$ cat src/rtl/simple_bus_pkg.sv
// Shared types and sizing helpers for the simple bus bridge and its address decoder.
package simple_bus_pkg;

  typedef enum logic [1:0] {
    StIdle = 2'd0,
    StWait = 2'd1,
    StResp = 2'd2
  } state_e;

  localparam logic RESP_OK  = 1'b0;
  localparam logic RESP_ERR = 1'b1;

  // Upper address bits needed to name NS slaves.
  function automatic int unsigned sel_w(input int unsigned ns);
    if (ns < 2) return 1;
    return $clog2(ns);
  endfunction

  // Counter wide enough to hold the value TIMEOUT itself.
  function automatic int unsigned cnt_w(input int unsigned timeout);
    return $clog2(timeout + 1);
  endfunction

endpackage

$ cat src/rtl/simple_bus_decoder.sv
// Slave address decoder: slave-select field -> one-hot slave request plus a miss flag for
// select values with no slave behind them (only possible when NS is not a power of two).
module simple_bus_decoder
  import simple_bus_pkg::*;
#(
  parameter int unsigned NS   = 4,
  parameter int unsigned SelW = sel_w(NS)
) (
  input  logic [SelW-1:0] i_sel_field,
  output logic [NS-1:0]   o_sel,
  output logic            o_miss
);

  always_comb begin
    o_sel = '0;
    for (int unsigned i = 0; i < NS; i++) begin
      o_sel[i] = (i_sel_field == SelW'(i));
    end
  end

  assign o_miss = ~|o_sel;

endmodule

$ cat src/rtl/simple_bus_bridge.sv
// Single-master to NS-slave bus bridge: one transaction in flight, decode-miss error response,
// optional wait-state timeout compiled in with SIMPLE_BUS_TIMEOUT_EN.
module simple_bus_bridge
  import simple_bus_pkg::*;
#(
  parameter int unsigned AW      = 8,
  parameter int unsigned DW      = 8,
  parameter int unsigned NS      = 4,
  parameter int unsigned TIMEOUT = 16
) (
  input  logic             i_clk,
  input  logic             i_rst,
  input  logic             i_m_req,
  input  logic             i_m_rw,
  input  logic [AW-1:0]    i_m_addr,
  input  logic [DW-1:0]    i_m_wdata,
  output logic             o_m_ready,
  output logic [DW-1:0]    o_m_rdata,
  output logic             o_m_valid,
  output logic             o_m_err,
  output logic [NS-1:0]    o_s_req,
  output logic             o_s_rw,
  output logic [AW-1:0]    o_s_addr,
  output logic [DW-1:0]    o_s_wdata,
  input  logic [NS*DW-1:0] i_s_rdata,
  input  logic [NS-1:0]    i_s_valid
);

  localparam int unsigned SelW = sel_w(NS);

  state_e        r_state, w_state_d;
  logic [NS-1:0] r_s_req, w_s_req_d;
  logic          r_s_rw, w_s_rw_d;
  logic [AW-1:0] r_s_addr, w_s_addr_d;
  logic [DW-1:0] r_s_wdata, w_s_wdata_d;
  logic [DW-1:0] r_m_rdata, w_m_rdata_d;
  logic          r_m_valid, w_m_valid_d;
  logic          r_m_err, w_m_err_d;

  logic [NS-1:0] w_dec_sel;
  logic          w_dec_miss;
  logic          w_accept;
  logic          w_sel_valid;
  logic [DW-1:0] w_sel_rdata;
  logic          w_expire;

  simple_bus_decoder #(
    .NS   (NS),
    .SelW (SelW)
  ) u_decoder (
    .i_sel_field (i_m_addr[AW-1 -: SelW]),
    .o_sel       (w_dec_sel),
    .o_miss      (w_dec_miss)
  );

  assign o_m_ready = (r_state == StIdle) & ~i_rst;
  assign w_accept  = i_m_req & o_m_ready;

  // The held one-hot request masks out handshakes and data from non-selected slaves.
  assign w_sel_valid = |(r_s_req & i_s_valid);

  always_comb begin
    w_sel_rdata = '0;
    for (int unsigned i = 0; i < NS; i++) begin
      if (r_s_req[i]) begin
        w_sel_rdata = w_sel_rdata | i_s_rdata[i*DW +: DW];
      end
    end
  end

`ifdef SIMPLE_BUS_TIMEOUT_EN
  localparam int unsigned CntW = cnt_w(TIMEOUT);

  logic [CntW-1:0] r_cnt, w_cnt_d;

  // Expiry is the WAIT cycle whose increment would bring the count to TIMEOUT.
  assign w_expire = (r_cnt == CntW'(TIMEOUT - 1));

  always_comb begin
    w_cnt_d = r_cnt;
    if (r_state == StIdle) begin
      w_cnt_d = '0;
    end else if ((r_state == StWait) && !w_sel_valid) begin
      w_cnt_d = r_cnt + 1'b1;
    end
  end

  always_ff @(posedge i_clk) begin
    if (i_rst) begin
      r_cnt <= '0;
    end else begin
      r_cnt <= w_cnt_d;
    end
  end
`else
  assign w_expire = 1'b0;
`endif

  always_comb begin
    w_state_d   = r_state;
    w_s_req_d   = r_s_req;
    w_s_rw_d    = r_s_rw;
    w_s_addr_d  = r_s_addr;
    w_s_wdata_d = r_s_wdata;
    w_m_rdata_d = '0;
    w_m_valid_d = 1'b0;
    w_m_err_d   = RESP_OK;

    unique case (r_state)
      StIdle: begin
        if (w_accept) begin
          w_s_rw_d    = i_m_rw;
          w_s_addr_d  = i_m_addr;
          w_s_wdata_d = i_m_wdata;
          if (w_dec_miss) begin
            w_state_d   = StResp;
            w_m_valid_d = 1'b1;
            w_m_err_d   = RESP_ERR;
          end else begin
            w_s_req_d = w_dec_sel;
            w_state_d = StWait;
          end
        end
      end
      StWait: begin
        // A completing slave beats a simultaneous expiry.
        if (w_sel_valid) begin
          w_s_req_d   = '0;
          w_state_d   = StResp;
          w_m_valid_d = 1'b1;
          w_m_rdata_d = r_s_rw ? w_sel_rdata : '0;
          w_m_err_d   = RESP_OK;
        end else if (w_expire) begin
          w_s_req_d   = '0;
          w_state_d   = StResp;
          w_m_valid_d = 1'b1;
          w_m_err_d   = RESP_ERR;
        end
      end
      StResp: begin
        w_state_d = StIdle;
      end
      default: begin
        w_state_d = StIdle;
        w_s_req_d = '0;
      end
    endcase
  end

  always_ff @(posedge i_clk) begin
    if (i_rst) begin
      r_state   <= StIdle;
      r_s_req   <= '0;
      r_s_rw    <= 1'b0;
      r_s_addr  <= '0;
      r_s_wdata <= '0;
      r_m_rdata <= '0;
      r_m_valid <= 1'b0;
      r_m_err   <= 1'b0;
    end else begin
      r_state   <= w_state_d;
      r_s_req   <= w_s_req_d;
      r_s_rw    <= w_s_rw_d;
      r_s_addr  <= w_s_addr_d;
      r_s_wdata <= w_s_wdata_d;
      r_m_rdata <= w_m_rdata_d;
      r_m_valid <= w_m_valid_d;
      r_m_err   <= w_m_err_d;
    end
  end

  assign o_s_req   = r_s_req;
  assign o_s_rw    = r_s_rw;
  assign o_s_addr  = r_s_addr;
  assign o_s_wdata = r_s_wdata;
  assign o_m_rdata = r_m_rdata;
  assign o_m_valid = r_m_valid;
  assign o_m_err   = r_m_err;

endmodule

$ cat config.mk
export PLATFORM = sky130hd
export DESIGN_NAME = simple_bus_bridge
export DESIGN_NICKNAME = d
export VERILOG_FILES = /design/src/rtl/simple_bus_pkg.sv /design/src/rtl/simple_bus_decoder.sv /design/src/rtl/simple_bus_bridge.sv
export SDC_FILE = /design/constraint.sdc
export NUM_CORES = 1
export LEC_CHECK = 0
export ABC_AREA = 1
export ABC_CLOCK_PERIOD_IN_PS = 1900
export CAP_MARGIN = 20
export CELL_PAD_IN_SITES_DETAIL_PLACEMENT = 0
export CELL_PAD_IN_SITES_GLOBAL_PLACEMENT = 1
export CORE_MARGIN = 2
export CORE_UTILIZATION = 26
export DETAILED_ROUTE_END_ITERATION = 12
export GPL_TIMING_DRIVEN = 0
export PLACE_DENSITY = 0.93
export SLEW_MARGIN = 30
export SYNTH_ARGS = -nofsm -noshare
export SYNTH_HDL_FRONTEND = slang
export SYNTH_SLANG_ARGS = --single-unit
$ cat constraint.sdc
create_clock -name i_clk -period 1.9 [get_ports i_clk]
set_input_delay 0.38 -clock i_clk [delete_from_list [all_inputs] [get_ports i_clk]]
set_output_delay 0.38 -clock i_clk [all_outputs]
set_load 0.005 [all_outputs]
* Word level (Yosys, flattened, before mapping)
Cells that the tools add are included.
Storage, ports and cells: bits in registers 33, input bits 56, word-level logic and storage cells 53, output and inout port bits 32
Cells by class: bitwise logic cells 12, reduce and logical (&&, ||, !) cells 9, muxes and demuxes 16, equal/unequal tests 8
Operators by type and width (count):
- $mux W8 | 4
- $or A8 B8 Y8 | 3
- $mux W4 | 3
- $pmux W4 S3 | 1
- $reduce_or A4 Y1 | 3
- $eq A2 B2 Y1 const B | 3
- $mux W2 | 3
- $not A1 Y1 | 6
- $and A4 B4 Y4 | 1
- $eq A2 B1 Y1 const B | 2
- $logic_not A2 Y1 | 2
- $ne A2 B2 Y1 const B | 2
- $pmux W2 S2 | 1
- $reduce_and A2 Y1 | 2
- $reduce_and A4 Y1 | 1
- $mux W1 | 3
- $and A1 B1 Y1 | 2
- $ne A2 B1 Y1 const B | 1
- $pmux W1 S2 | 1
- $reduce_or A2 Y1 | 1

* Logic depth before layout (Yosys ltp)
depth after elaboration 7, mapped depth 8, gate-level depth less buffers 7

* Cells and area by module
A second synthesis with hierarchy kept.
Second synthesis, totals: cells, all modules 199, area, all modules 1423.9 µm²
By module, submodules not included:
- simple_bus_bridge | sequential area each 660.6 µm², cells an instance 190, area each 1386.3 µm², instances 1
- simple_bus_decoder | sequential area each 0.0 µm², cells an instance 9, area each 37.5 µm², instances 1

* Worst setup path before layout
Ideal clock, no wire load.
path kind input to output, from input i_rst, to output o_m_ready, required time 1.520 ns, buffers on the path 2, cell stages on the path 3, arrival time 0.883 ns, path slack 0.637 ns, path through buf_2 clkbuf_1 nor2_1
Between the ends: longest elaborated chain between the ends 2
Ends and longest elaborated chain:
- start: declaration | line simple_bus_bridge.sv:12 | input logic i_rst,
- $not A1 Y1 | line simple_bus_bridge.sv:56 | assign o_m_ready = (r_state == StIdle) & ~i_rst;
- $and A1 B1 Y1 | line simple_bus_bridge.sv:56
- end: declaration | line simple_bus_bridge.sv:17 | output logic o_m_ready,
Every way passes these cells.

* Worst setup path after layout
from register r_state[1], to output o_m_ready
Between the ends: longest elaborated chain between the ends 2
Ends and longest elaborated chain:
- start: declaration | line simple_bus_bridge.sv:31 | state_e r_state, w_state_d;
- start signal: assignment | line simple_bus_bridge.sv:152 | r_state <= StIdle;
- start signal: assignment | line simple_bus_bridge.sv:161 | r_state <= w_state_d;
- $logic_not A2 Y1 | line simple_bus_bridge.sv:56
- $and A1 B1 Y1 | line simple_bus_bridge.sv:56
Every way passes these cells.

==> reports/results.ini <==
[floorplanning]
die_height_microns = 76.1
io_pins = 88
die_area_sq_mm = 0.00579
fp.dieW_microns = 76.1
floorplan.core_area_sq_mm = 0.00507
initial_standard_cell_utilization_of_the_core = 0.266
standard_cell_row_count = 26

[route]
post_detailed_routing_wire_length_mm = 3.82
viasPerCell = 4.29
detailroute.via_count = 1425
detail_route.iter0.violations = 31
detail_route.first_pass.iterations = 5
antenna_violating_nets_post_route = 0
drt-wirelength-per-cell_microns = 11.5
detail_route.drc_violations = 0

[setup_path]
worst_ep_arrival_time_ns = 1.43
required_ns = 1.52
path_class = reg2out
critical_path_peak_fanout = 4
end_kind = output pin
critical_path.startpoint_type = flip-flop

[power]
power.density_cell_area_mw_per_mm2 = 646
vdd.ir_drop.worst_uv = 398
power.leakage_nw = 0.903

[timing]
totalNegativeSetupSlack_ns = 0
grt_setup_unrepaired = no
slew_violations = 0
finClkSkew_ns = 0.00319
layout_worst_path_cycle_share = 0.954
finalCriticalPeriod_ns = 1.81
finalSetupViolations = 0
finalHoldViolCount = 0
fmaxAchievable_ghz = 0.552

[placed_design]
hpwlAfterDp_mm = 2.84
port_buffers = 86
gp_congestion = 0.724
placed_cells_incl_taps = 325

[clock_tree]
post_cts.repair.setup_buffers = 0
post_cts_resize_count = 0
clk_root_buffer_cell = sky130_fd_sc_hd__clkbuf_8
htree_levels = 2
clockBufferDepth = 2
cts.sink_count = 33
clock_insertion_delay_worst_skew_ns = 0.28
cts.hold.buffers_added = 0
cts_tree = yes
clk_pin_slew_ns = 0.07
cts_inserted_buffers = 5

[synth]
yosysTopAreaCell = sky130_fd_sc_hd__dfxtp_1
synth_fp_nets = 225
yosysSeqAreaShare = 0.489
synth.top_cell.area_share = 0.489
netlist_top_cells_area = sky130_fd_sc_hd__dfxtp_1 (49%), sky130_fd_sc_hd__nand2_1 (15%), sky130_fd_sc_hd__a21oi_1 (7.8%)
ys.warnings.count = 0
post_synth.cell_area_avg_sq_um = 8.00
postSynthRegisterBits = 33
post_synth_instance_area_sq_mm = 0.00135
synthCells = 169
synthDistinctLibCells = 22

[finish]
multiInputGateArea_sq_um = 587
antenna_cells_inserted = 0
post_layout_nonfiller_instances = 332
final_common_cell = sky130_fd_sc_hd__clkdlybuf4s50_1
flow.area_growth_from_synthesis_pct = 76.3
num-fill-cells = 528
design.final.nets = 317
drive_gt1_frac = 0.0992
layout.area.seq_sq_um = 661
mostFrequentLayoutCells = sky130_fd_sc_hd__clkdlybuf4s50_1 (86), sky130_fd_sc_hd__nand2_1 (55), sky130_fd_sc_hd__dfxtp_1 (33)

[global_routing]
grt_pass1_vias = 1316
initial_antenna_violation_count = 0
grt_start_max_net_pins = 12
grt_first_pass_wirelength_mm = 6.25
grt_overflow_total = 0
grt_use_total = 0.135

[status]
status = finished clean

[job]
drv_cap = 0

[worst_hold_path]
hold_path_class = in2reg

[metrics by stage]
| step | utilization | setup WS [ns] | power, mW | hold slack (ns) | area, sq um |
|---|---|---|---|---|---|
| 2_1_floorplan | - | 0.637 | 0.853 | 0.460 | 1350 |
| 3_3_place_gp | 0.453 | 0.0480 | 1.04 | 0.449 | 2300 |
| 3_5_place_dp | 0.453 | 0.0461 | 1.04 | 0.455 | 2300 |
| 4_1_cts | 0.470 | 0.0456 | 1.57 | 0.345 | 2390 |
| 5_1_grt | 0.469 | 0.0238 | 1.63 | 0.476 | 2380 |
| 6_report | 0.469 | 0.0873 | 1.54 | 0.461 | 2380 |
[worst max-delay path: stages, from the launching register on]
cell	delay, ns
sky130_fd_sc_hd__dfxtp_1	0.36
sky130_fd_sc_hd__nor2_4	0.16
sky130_fd_sc_hd__inv_1	0.05
sky130_fd_sc_hd__nor2_1	0.08
sky130_fd_sc_hd__clkdlybuf4s50_1	0.51
[kinds of logic after synthesis]
family                 synth area share
DFF                               0.489
and+or+nand+nor                   0.258
AOI/OAI and AO/OA                 0.173
buffers and inverters            0.0769
other                           0.00278
[metal layers]
metal	wire length, microns	vias to the layer above	track usage
met5	0	-	0
met4	44	0	0.0436
met3	316	5	0.0545
met2	1700	64	0.221
met1	1760	621	0.161
li1	-	735	-
[area by class of cell]
| class | count | share of cell area |
|---|---|---|
| multi-input cells | 119 | 0.246 |
| clock buffers | 5 | 0.0289 |
| repair buffers | 86 | 0.361 |
| clock inverters | 3 | 0.00735 |
| plain buffers | 9 | 0.0310 |
| inverters | 7 | 0.0110 |
| flip-flops and latches | 33 | 0.277 |
| well taps | 70 | 0.0368 |
[cell usage after synthesis (all sizes together)]
master and number:
nand2 56, dfxtp 33, a21oi 22, nor2 20, a22o 10, buf 8, inv 7, o21ai 3
a221oi 2, clkbuf 2, nand3 2, nor4 2, conb 1, nand3b 1
[worst paths after layout]
| path | cells after the start | start | slack, ns | endpoint |
|---|---|---|---|---|
| setup / recovery | 4 | r_state[1] | 0.09 | o_m_ready |
| hold / removal | 2 | i_rst | 0.46 | o_s_wdata[3] |
| setup reg to reg | 6 | o_s_req[0] | 0.67 | o_m_rdata[5] |
| hold reg to reg | 2 | o_s_addr[6] | 0.46 | o_s_addr[6] |
[report_power, final]
group          internal (mW)  switching, mW  leakage, nW  total [mW]
logic                  0.182          0.106        0.590       0.288
clock network          0.253          0.265       0.0439       0.518
registers              0.718         0.0140        0.268       0.732
[state kept, by name (all words and copies together) (netlist names)]
register / count
o_m_err: 1
r_state: 2
o_s_wdata: 8
o_m_valid: 1
o_s_addr: 8
o_m_rdata: 8
o_s_req: 4
o_s_rw: 1
(Power assumes the default switching activity.)
